File: src/rtl/counter_unit.sv
// Loadable up/down counter with an enable prescaler, sticky wrap carry and a
// one-cycle wrap pulse; every output comes straight from a flop.
module counter_unit #(
    parameter int WIDTH          = 8,
    parameter int PRESCALE_WIDTH = 4
) (
    input  logic                      clk,
    input  logic                      reset,
    input  logic                      enable,
    input  logic                      up_down,
    input  logic                      load,
    input  logic [WIDTH-1:0]          load_value,
    input  logic [PRESCALE_WIDTH-1:0] prescale,
    input  logic                      carry_clear,
    output logic [WIDTH-1:0]          counter_value,
    output logic                      counter_carry,
    output logic                      tick
);

    logic [PRESCALE_WIDTH-1:0] pcnt_q, pcnt_d;
    logic [WIDTH-1:0]          count_q, count_d;
    logic                      carry_q, carry_d;
    logic                      tick_q, tick_d;
    logic                      wrap;

    always_comb begin
        pcnt_d  = pcnt_q;
        count_d = count_q;
        wrap    = 1'b0;
        if (load) begin
            count_d = load_value;
            pcnt_d  = '0;
        end else if (enable) begin
            // >= rather than == so a live drop of prescale below pcnt steps at once
            if (pcnt_q >= prescale) begin
                pcnt_d = '0;
                if (up_down) begin
                    wrap    = (count_q == '1);
                    count_d = count_q + 1'b1;
                end else begin
                    wrap    = (count_q == '0);
                    count_d = count_q - 1'b1;
                end
            end else begin
                pcnt_d = pcnt_q + 1'b1;
            end
        end
        tick_d  = wrap;
        carry_d = wrap ? 1'b1 : (carry_clear ? 1'b0 : carry_q);
    end

    always_ff @(posedge clk) begin
        if (reset) begin
            pcnt_q  <= '0;
            count_q <= '0;
            carry_q <= 1'b0;
            tick_q  <= 1'b0;
        end else begin
            pcnt_q  <= pcnt_d;
            count_q <= count_d;
            carry_q <= carry_d;
            tick_q  <= tick_d;
        end
    end

    assign counter_value = count_q;
    assign counter_carry = carry_q;
    assign tick          = tick_q;

endmodule

File: config.mk
export PLATFORM = sky130hd
export DESIGN_NAME = counter_unit
export DESIGN_NICKNAME = d
export VERILOG_FILES = /design/src/rtl/counter_unit.sv
export SDC_FILE = /design/constraint.sdc
export NUM_CORES = 1
export LEC_CHECK = 0
export BUFFER_PORTS_ARGS = -buffer_cell sky130_fd_sc_hd__buf_2
export CAP_MARGIN = 20
export CORE_UTILIZATION = 51
export DETAILED_ROUTE_END_ITERATION = 8
export PLACE_DENSITY = 0.78
export SYNTH_ARGS = -nofsm -noshare
export SYNTH_HDL_FRONTEND = slang
export SYNTH_SLANG_ARGS = --single-unit
File: constraint.sdc
create_clock -name clk -period 2.3 [get_ports clk]
set_input_delay 0 -clock clk [delete_from_list [all_inputs] [get_ports clk]]
set_output_delay 0 -clock clk [all_outputs]
set_load 0.05 [all_outputs]
# ---- Yosys cells after proc, flatten, opt, wreduce, memory -nomap -nowiden
# Cells that the tools add are included.
dict set report totals {
  output_inout_bits 10
  wordCells 26
  regBits 14
  input_bits 18
}
dict set report classes {
  add_sub_neg 3
  n_eq_ne 1
  n_lt_le_gt_ge 1
  muxes 11
  reduce_logical 6
}
# op count
set ops {}
lappend ops {{2-to-1 mux 8 bit} 4}
lappend ops {{adder 8 x 1 -> 8 bit (second input constant)} 1}
lappend ops {{equality test 8 bit (second input constant)} 1}
lappend ops {{zero test 8 bit} 1}
lappend ops {{subtractor 8 x 1 -> 8 bit (second input constant)} 1}
lappend ops {{2-to-1 mux 1 bit} 6}
lappend ops {{nonzero test 2 bit} 3}
lappend ops {{adder 4 x 1 -> 4 bit (second input constant)} 1}
lappend ops {{>= comparator 4 bit} 1}
lappend ops {{2-to-1 mux 4 bit} 1}
lappend ops {{AND reduction 2 bit} 1}
lappend ops {{OR reduction 2 bit} 1}

# ---- Depth between registers and ports, before layout
# Gate-level depths: netlist of run 1.
dict set report logic_depth {
  ltp_word 6
  depth_mapped 8
  mapped_depth_nobuf 7
}

# ---- Worst setup path after synthesis of run 1
# No wires, ideal clock.
dict set report synth_timing {
  path_kind {register -> register}
  from {register count_q[1] (netlist: counter_value[1])}
  to {register count_q[7] (netlist: counter_value[7])}
  t_required_ps 2179
  arrival_ps 1951
  path_buffers 0
  slack_ps 227
  path_stages_with_launch 7
  cell_sequence {dfxtp_1 ha_1 a211oi_1 o31ai_2 a311o_1 nand3_1 a21oi_1}
}
dict set report synth_via {
  elab_chain_len 5
}
# element line
set synth_rtl {}
lappend synth_rtl {{from (decl)} 21} ;# logic [WIDTH-1:0] count_q, count_d;
lappend synth_rtl {{from (signal assigned)} 60} ;# count_q <= count_d;
lappend synth_rtl {{subtractor 8 x 1 -> 8 bit or adder 8 x 1 -> 8 bit (tied branches)} {42, 39}}
lappend synth_rtl {{2-to-1 mux 8 bit *} 37} ;# if (up_down) begin
lappend synth_rtl {{2-to-1 mux 8 bit *} 35} ;# if (pcnt_q >= prescale) begin
lappend synth_rtl {{2-to-1 mux 8 bit *} 33} ;# end else if (enable) begin
lappend synth_rtl {{2-to-1 mux 8 bit *} 30} ;# if (load) begin
# Every way passes the cells marked *; elsewhere a longest branch is shown, timed or not. The select of a mux whose other input is x is not followed.
# A chain may end at the register's enable or synchronous reset.

# ---- Worst setup path after layout of run 1
dict set report layout_timing {
  from {register pcnt_q[0]}
  to {register count_q[2] (netlist: counter_value[2])}
}
dict set report layout_via {
  elab_chain_len 3
}
# element line
set layout_rtl {}
lappend layout_rtl {{from (decl)} 20} ;# logic [PRESCALE_WIDTH-1:0] pcnt_q, pcnt_d;
lappend layout_rtl {{from (signal assigned)} 59} ;# pcnt_q <= pcnt_d;
lappend layout_rtl {{>= comparator 4 bit} 35}
lappend layout_rtl {{nonzero test 2 bit (no source line)} --}
lappend layout_rtl {{AND reduction 2 bit (no source line)} --}
# Every way passes these cells.

==> flow_summary.toml, run 1 <==
[status]
outcome = "finished with violations"
violations = "hold timing"

[flow_run]
cap_violations = 0

[place]
portBuffers = 27
dp.cells = 172
placed_area_sq_um = 1200
place.gp.congestion = 0.769
post-place-ws_ps = 205
dp_hpwl_um = 1820

[finish]
n_antenna_cell = 0
area_growth_pct = 20.8
post-route-cell-area_sq_um = 1270
fin_cells = 180
mostFrequentLayoutCell = "buf_2"
final_cell_mix = "buf_2 (27), dfxtp_1 (14), ha_1 (11)"
nFillCells = 177
layout.nets = 185
drive_gt1_share_pct = 25.5
fin_util_pct = 65.5

[cts]
clockBufferDepth = 2
cts_tree = "built"
cts_max_level = 1
cts_buffers = 3
ctsResizeCount = 0
cts_root_buffer = "clkbuf_4"
cts.sinks = 14
cts_setup_buffers = 0
insertion_delay_ps = 290
cts.clk_slew.worst_paths_ps = 80
cts_hold_buffers = 5

[setup_path]
worstPathRequired_ps = 2480
cp_max_fo = 7
critPathCaptureType = "register"
worst_ep_arrival_time_ps = 2290
cp-start-kind = "register"
critical_path_class = "register to register"

[sta]
slew_viol_final = 0
timing_hold_violations_final = 2
fmax_ghz = 0.473
finalCriticalPeriod_ps = 2110
setup_tns_ps = 0
relSlewSlack_pct = 55.8
whs_ps = -13.1
rsz0062_at_grt = "false"
tightest_slew_ps = 660
finClkSkew_ps = 2.36
layout_worst_path_cycle_share_pct = 91.9
finalSetupViolCount = 0
setup_ws_ps = 185

[drt]
routed_wirelength_um = 2400
ant_nets = 0
first_iter_violations = 28
first_pass_iters = 4
drc = 0
wire_per_inst_um = 13.3
vias_per_cell = 5.55
vias = 999

[global_routing]
first_global_vias = 813
grt.total_usage_pct = 22.9
antenna_found_initial = 0
grt_first_pass_wirelength_um = 3650
gr-total-overflow = 0
grt_max_degree = 14

[synthesis]
yosys.area.top_type = "dfxtp_1"
synth.top_cell.area_share_pct = 26.6
synthTopCellsByArea = "dfxtp_1 (27%), ha_1 (13%), inv_1 (3.6%)"
synth_area_sq_um = 1050
yosys_warnings = 0
seq_area_frac_synth_pct = 26.6
netlist_instances = 122
synth.net_count = 152
ys_seq_elements = 14
synth_cell_types = 41
syn-mean-instance-area_sq_um = 8.63

[pwr]
p_comb_share_pct = 33.4
swShare_pct = 36.0
vdd_drop_max_mv = 0.392
switchingPower_uw = 226
seqPwrFrac_pct = 43.7
power.leakage_uw = 0.000574
clockPowerShare_pct = 22.9
p_int_uw = 401
power.density_nw_per_um2 = 493

[floorplan]
coreArea_sq_um = 1940
die-area_sq_um = 2250
rows = 16
start_util_pct = 54.2
pin_count = 28
die_w_um = 47.4
die_height_um = 47.4

[hold_path]
hold_class = "primary input to register"
area by class of cell:
cell class | count | area (sq um) | area share (%)
clock buffer | 3 | 22.5 | 1.77
inverter | 11 | 41.3 | 3.25
multi-input combinational | 93 | 708 | 55.7
sequential | 14 | 280 | 22.0
tap | 27 | 33.8 | 2.66
timing repair buffer | 32 | 185 | 14.6
flip-flops by register name, summed over array words and instances, names as in the netlist:
register	cells
counter_value	8
pcnt_q	4
tick	1
counter_carry	1
stage by stage:
step / power [uW] / hold slack (ps)
after floorplan: 433 / 118
after global placement: 477 / 208
after detailed placement: 482 / 214
after CTS: 622 / 5.66
after global routing: 657 / 16.8
final: 627 / -13.1
logic make-up after synthesis:
logic type,share of synthesized area (%)
adder cells (fa/ha/maj),15.0
flip-flops,26.6
AND/OR/NAND/NOR,21.4
buffers and inverters,6.06
XOR/XNOR,5.83
AO/OA/AOI/OAI,25.1
layer usage:
metal / routed length [um] / vias up / track usage (%)
li1: - / 515 / -
met2: 1120 / 33 / 37.5
met1: 1130 / 448 / 31.6
met4: 23 / 0 / 6.86
met5: 0 / - / 0
met3: 126 / 3 / 2.26
worst max-delay path, stage by stage, from the launching register on:
cell	delay, ps
dfxtp_1	390
inv_1	70
ha_1	270
nand2b_4	150
a2111oi_4	390
or3_1	310
nor3_1	100
a311o_1	320
path summary, 6_finish.rpt:
path                                     from               end  slack, ps  cells after the start
worst max-delay path                pcnt_q[0]  counter_value[2]        190                      7
worst min-delay path            load_value[4]  counter_value[4]        -10                      3
worst max register to register      pcnt_q[0]  counter_value[2]        190                      7
worst min register to register  counter_carry     counter_carry        490                      2
cell usage after synthesis:
master and n:
a2111oi_2 1, a2111oi_4 1, a211oi_1 2, a211oi_2 1, a21o_1 2, a21oi_1 5
a311o_1 2, a311oi_1 3, a31o_2 1, a31oi_1 1, a32o_1 1, and3_1 2
and4_1 1, buf_6 1, clkbuf_1 3, dfxtp_1 14, fa_1 1, ha_1 11
inv_1 10, inv_2 1, nand2_1 10, nand2b_4 1, nand3_1 3, nand3b_1 1
nand4_1 3, nand4b_1 1, nor2_1 10, nor3_1 6, nor3_2 1, nor4_1 2
o211ai_1 1, o21a_1 2, o21ai_0 3, o21bai_1 2, o221ai_1 1, o31ai_2 1
o32ai_1 1, or2_2 1, or3_1 1, xnor2_1 4, xor2_1 3
power groups by stage:
stage / Sequential [uW] / Clock, uW / Combinational (uW)
floorplan: 313 / 0 / 120
global placement: 278 / 0 / 199
detailed placement: 279 / 0 / 203
CTS: 273 / 138 / 210
global route: 276 / 149 / 232
finish: 274 / 144 / 210
(Power assumes the default switching activity.)
==> inputs of run 2 (changes only) <==
--- a/config.mk
+++ b/config.mk
@@ -5,10 +5,12 @@
 export SDC_FILE = /design/constraint.sdc
 export NUM_CORES = 1
 export LEC_CHECK = 0
+export ABC_AREA = 1
 export BUFFER_PORTS_ARGS = -buffer_cell sky130_fd_sc_hd__buf_2
 export CAP_MARGIN = 20
-export CORE_UTILIZATION = 51
+export CORE_UTILIZATION = 52
 export DETAILED_ROUTE_END_ITERATION = 8
+export HOLD_SLACK_MARGIN = 0.1
 export PLACE_DENSITY = 0.78
 export SYNTH_ARGS = -nofsm -noshare
 export SYNTH_HDL_FRONTEND = slang
==> run 2 against run 1 <==
  * The flow now finishes without violations
  * Hold slack better by 120 ps
  * Sequential share of layout area is 2.0 points lower
  * Non-clock buffer count is 6 higher
  * Register-to-register slack worse by 20 ps
  * Combinational power is 20% higher
  * Global-route usage is 4.8 points higher
  * Total power is 14% higher
  * Critical endpoint is now counter_value[3]
  * Largest cell class unchanged
==> flow_summary.toml, run 2 <==
[setup_path]
crit_path_frequent_cell = "nand2_1"
worst-r2r-cell-count = 11
critical_path_class = "register to register"
worstPathCellList = "ha_1, nand2_1, nand2_1, nand2_1, nand3_2, nand2_4, nand2_4, inv_2, nand2_1, a21oi_2, dlygate4sd3_1"
startpoint = "pcnt_q[1]"
endpoint = "counter_value[3]"
cpLargestDelayFamily = "buffers and inverters"
cpPeakStageDelay_ps = 580
cp-start-kind = "register"
reg2reg_slack_ps = 170
path_depth = 11
worst_ep_arrival_time_ps = 2360
critPathCaptureType = "register"
r2r-start = "pcnt_q[1]"
worstPathRequired_ps = 2530
crit_buf_inv = 2
cp_max_fo = 10
worst_path_max_delay_cell = "dlygate4sd3_1"
crit-reg2reg-capture = "counter_value[3]"

[drt]
routed_wirelength_um = 2760
vias_per_cell = 5.36
ant_nets = 0
first_iter_violations = 27
wire_per_inst_um = 12.0
first_pass_iters = 4
vias = 1232
drc = 0

[sta]
finalSetupViolCount = 0
finalCriticalPeriod_ps = 2130
whs_ps = 103
rsz0062_at_grt = "false"
fmax_ghz = 0.469
timing_hold_violations_final = 0
setup_tns_ps = 0
relSlewSlack_pct = 79.7
layout_worst_path_cycle_share_pct = 92.7
tightest_slew_ps = 304
slew_viol_final = 0
finClkSkew_ps = 2.16

[global_routing]
grt_first_pass_wirelength_um = 4370
antenna_found_initial = 0
gr-total-overflow = 0
first_global_vias = 1032
grt_max_degree = 12
grt.total_usage_pct = 27.7

[pwr]
vdd_drop_max_mv = 0.383
seqPwrFrac_pct = 38.7
power_uw = 714
power.leakage_uw = 0.000758
p_int_uw = 446
clockPowerShare_pct = 26.0
p_comb_share_pct = 35.3
swShare_pct = 37.6
switchingPower_uw = 269
power.density_nw_per_um2 = 511

[synthesis]
netlist_top_cells_count = "nand2_1 (38), inv_1 (21), nor2_1 (18), dfxtp_1 (14)"
synth_edf_count = 0
synth.net_count = 193
async_flop_share_pct = 0
yosys_warnings = 0
yosys.area.top_type = "dfxtp_1"
ys_seq_elements = 14
synth.top_cell.area_share_pct = 25.5
syn-mean-instance-area_sq_um = 6.75
seq_area_frac_synth_pct = 25.5
synth_area_sq_um = 1100
netlist_instances = 163
synthTopCellsByArea = "dfxtp_1 (25%), nand2_1 (13%), ha_1 (13%)"
synth_cell_types = 29
yosysMostFrequentCell = "nand2_1"
synthFlopType = "dfxtp_1"

[finish]
mostFrequentLayoutCell = "nand2_1"
n_antenna_cell = 0
largest_reg_flops = 8
multi_input_comb_area_sq_um = 708
layout.nets = 234
seqCellArea_sq_um = 280
area_growth_pct = 26.9
final_cell_mix = "nand2_1 (38), buf_2 (27), inv_1 (21)"
drive_gt1_share_pct = 21.7
nFillCells = 172

[floorplan]
die_w_um = 48.0
rows = 16
start_util_pct = 55.6
die-area_sq_um = 2310
pin_count = 28
coreArea_sq_um = 1980
die_height_um = 48.0

[cts]
cts_root_buffer = "clkbuf_4"
insertion_delay_ps = 290
cts.sinks = 14
cts_max_level = 1
clockBufferDepth = 2
cts.clk_slew.worst_paths_ps = 90
cts_setup_buffers = 0
cts_tree = "built"
cts_buffers = 3

[hold_path]
hold_class = "primary input to register"

[place]
place.gp.congestion = 1.01
portBuffers = 27
dp_hpwl_um = 1930

[flow_run]
cap_violations = 0

[status]
outcome = "finished clean"
-- run 2: cell count changes in the layout (fill, tap and decap cells not counted), moves of 6 or more --
| cell | previous run | this run |
|---|---|---|
| nand2_1 | 10 | 38 |
| inv_1 | 10 | 21 |
| nor2_1 | 10 | 18 |
| nand3_1 | 3 | 10 |
| o21ai_0 | 3 | 10 |
| a21oi_1 | 5 | 11 |
| dlygate4sd3_1 | 5 | 11 |
| nor3_1 | 6 | 0 |
-- run 2: per-stage QoR --
step / worst slack, ps / instance area, sq um / instances / utilization [%]
after floorplan: 517 / 1100 / 163 / -
after global placement: 818 / 1250 / 215 / 63.1
after detailed placement: 790 / 1250 / 215 / 63.1
after CTS: 253 / 1400 / 230 / 70.5
after global routing: 70.2 / 1400 / 230 / 70.5
final: 168 / 1400 / 230 / 70.5
-- run 2: timing repair --
action,CTS,global route
resized for setup,0,0
endpoints found under the hold margin,14,0
hold buffers,11,0
-- run 2: how the worst min path moves through the flow --
stage                     depth (start not counted)           from                to
after floorplan                                   1          reset  counter_value[3]
after global placement                            2          reset  counter_value[3]
final                                             5  load_value[5]  counter_value[5]
after detailed placement                          2          reset  counter_value[3]
after CTS                                         5  load_value[5]  counter_value[5]
after global routing                              5  load_value[5]  counter_value[5]
-- run 2: routing by layer --
metal	track usage, %	vias to the layer above	share of wire (%)
li1	-	613	-
met1	37.2	566	46
met2	42.2	48	46
met3	6.79	5	7.0
met4	11.7	0	1.4
met5	0	-	0
-- run 2: kinds of logic after synthesis --
kind of cell             share of synthesized area (%)
AND/OR/NAND/NOR                                   32.5
XOR/XNOR                                          1.59
buffers and inverters                             10.2
multiplexers                                     0.909
flip-flops                                        25.5
adder cells (fa/ha/maj)                           14.3
AO/OA/AOI/OAI                                     15.0
-- run 2: final cells by class --
class                   count  share of cell area, %
clock buffers               4                   2.60
inverters                  25                   6.71
multi-input cells         122                   50.7
flip-flops and latches     14                   20.1
well taps                  27                   2.42
repair buffers             38                   17.5
-- run 2: worst register-to-register path: cells and delay by family (launching register included) --
kind,cells,cell delay [ps]
buf+inv,2,670
simple gates,7,570
flops,1,420
fa+ha+maj,1,270
compound gates,1,140
-- run 2: power by group through the flow --
stage	Sequential (uW)	Combinational, uW	Clock (uW)
after floorplan	320	136	0
after global placement	280	228	0
after detailed placement	281	231	0
after CTS	276	249	186
after global routing	278	279	198
final	277	252	186
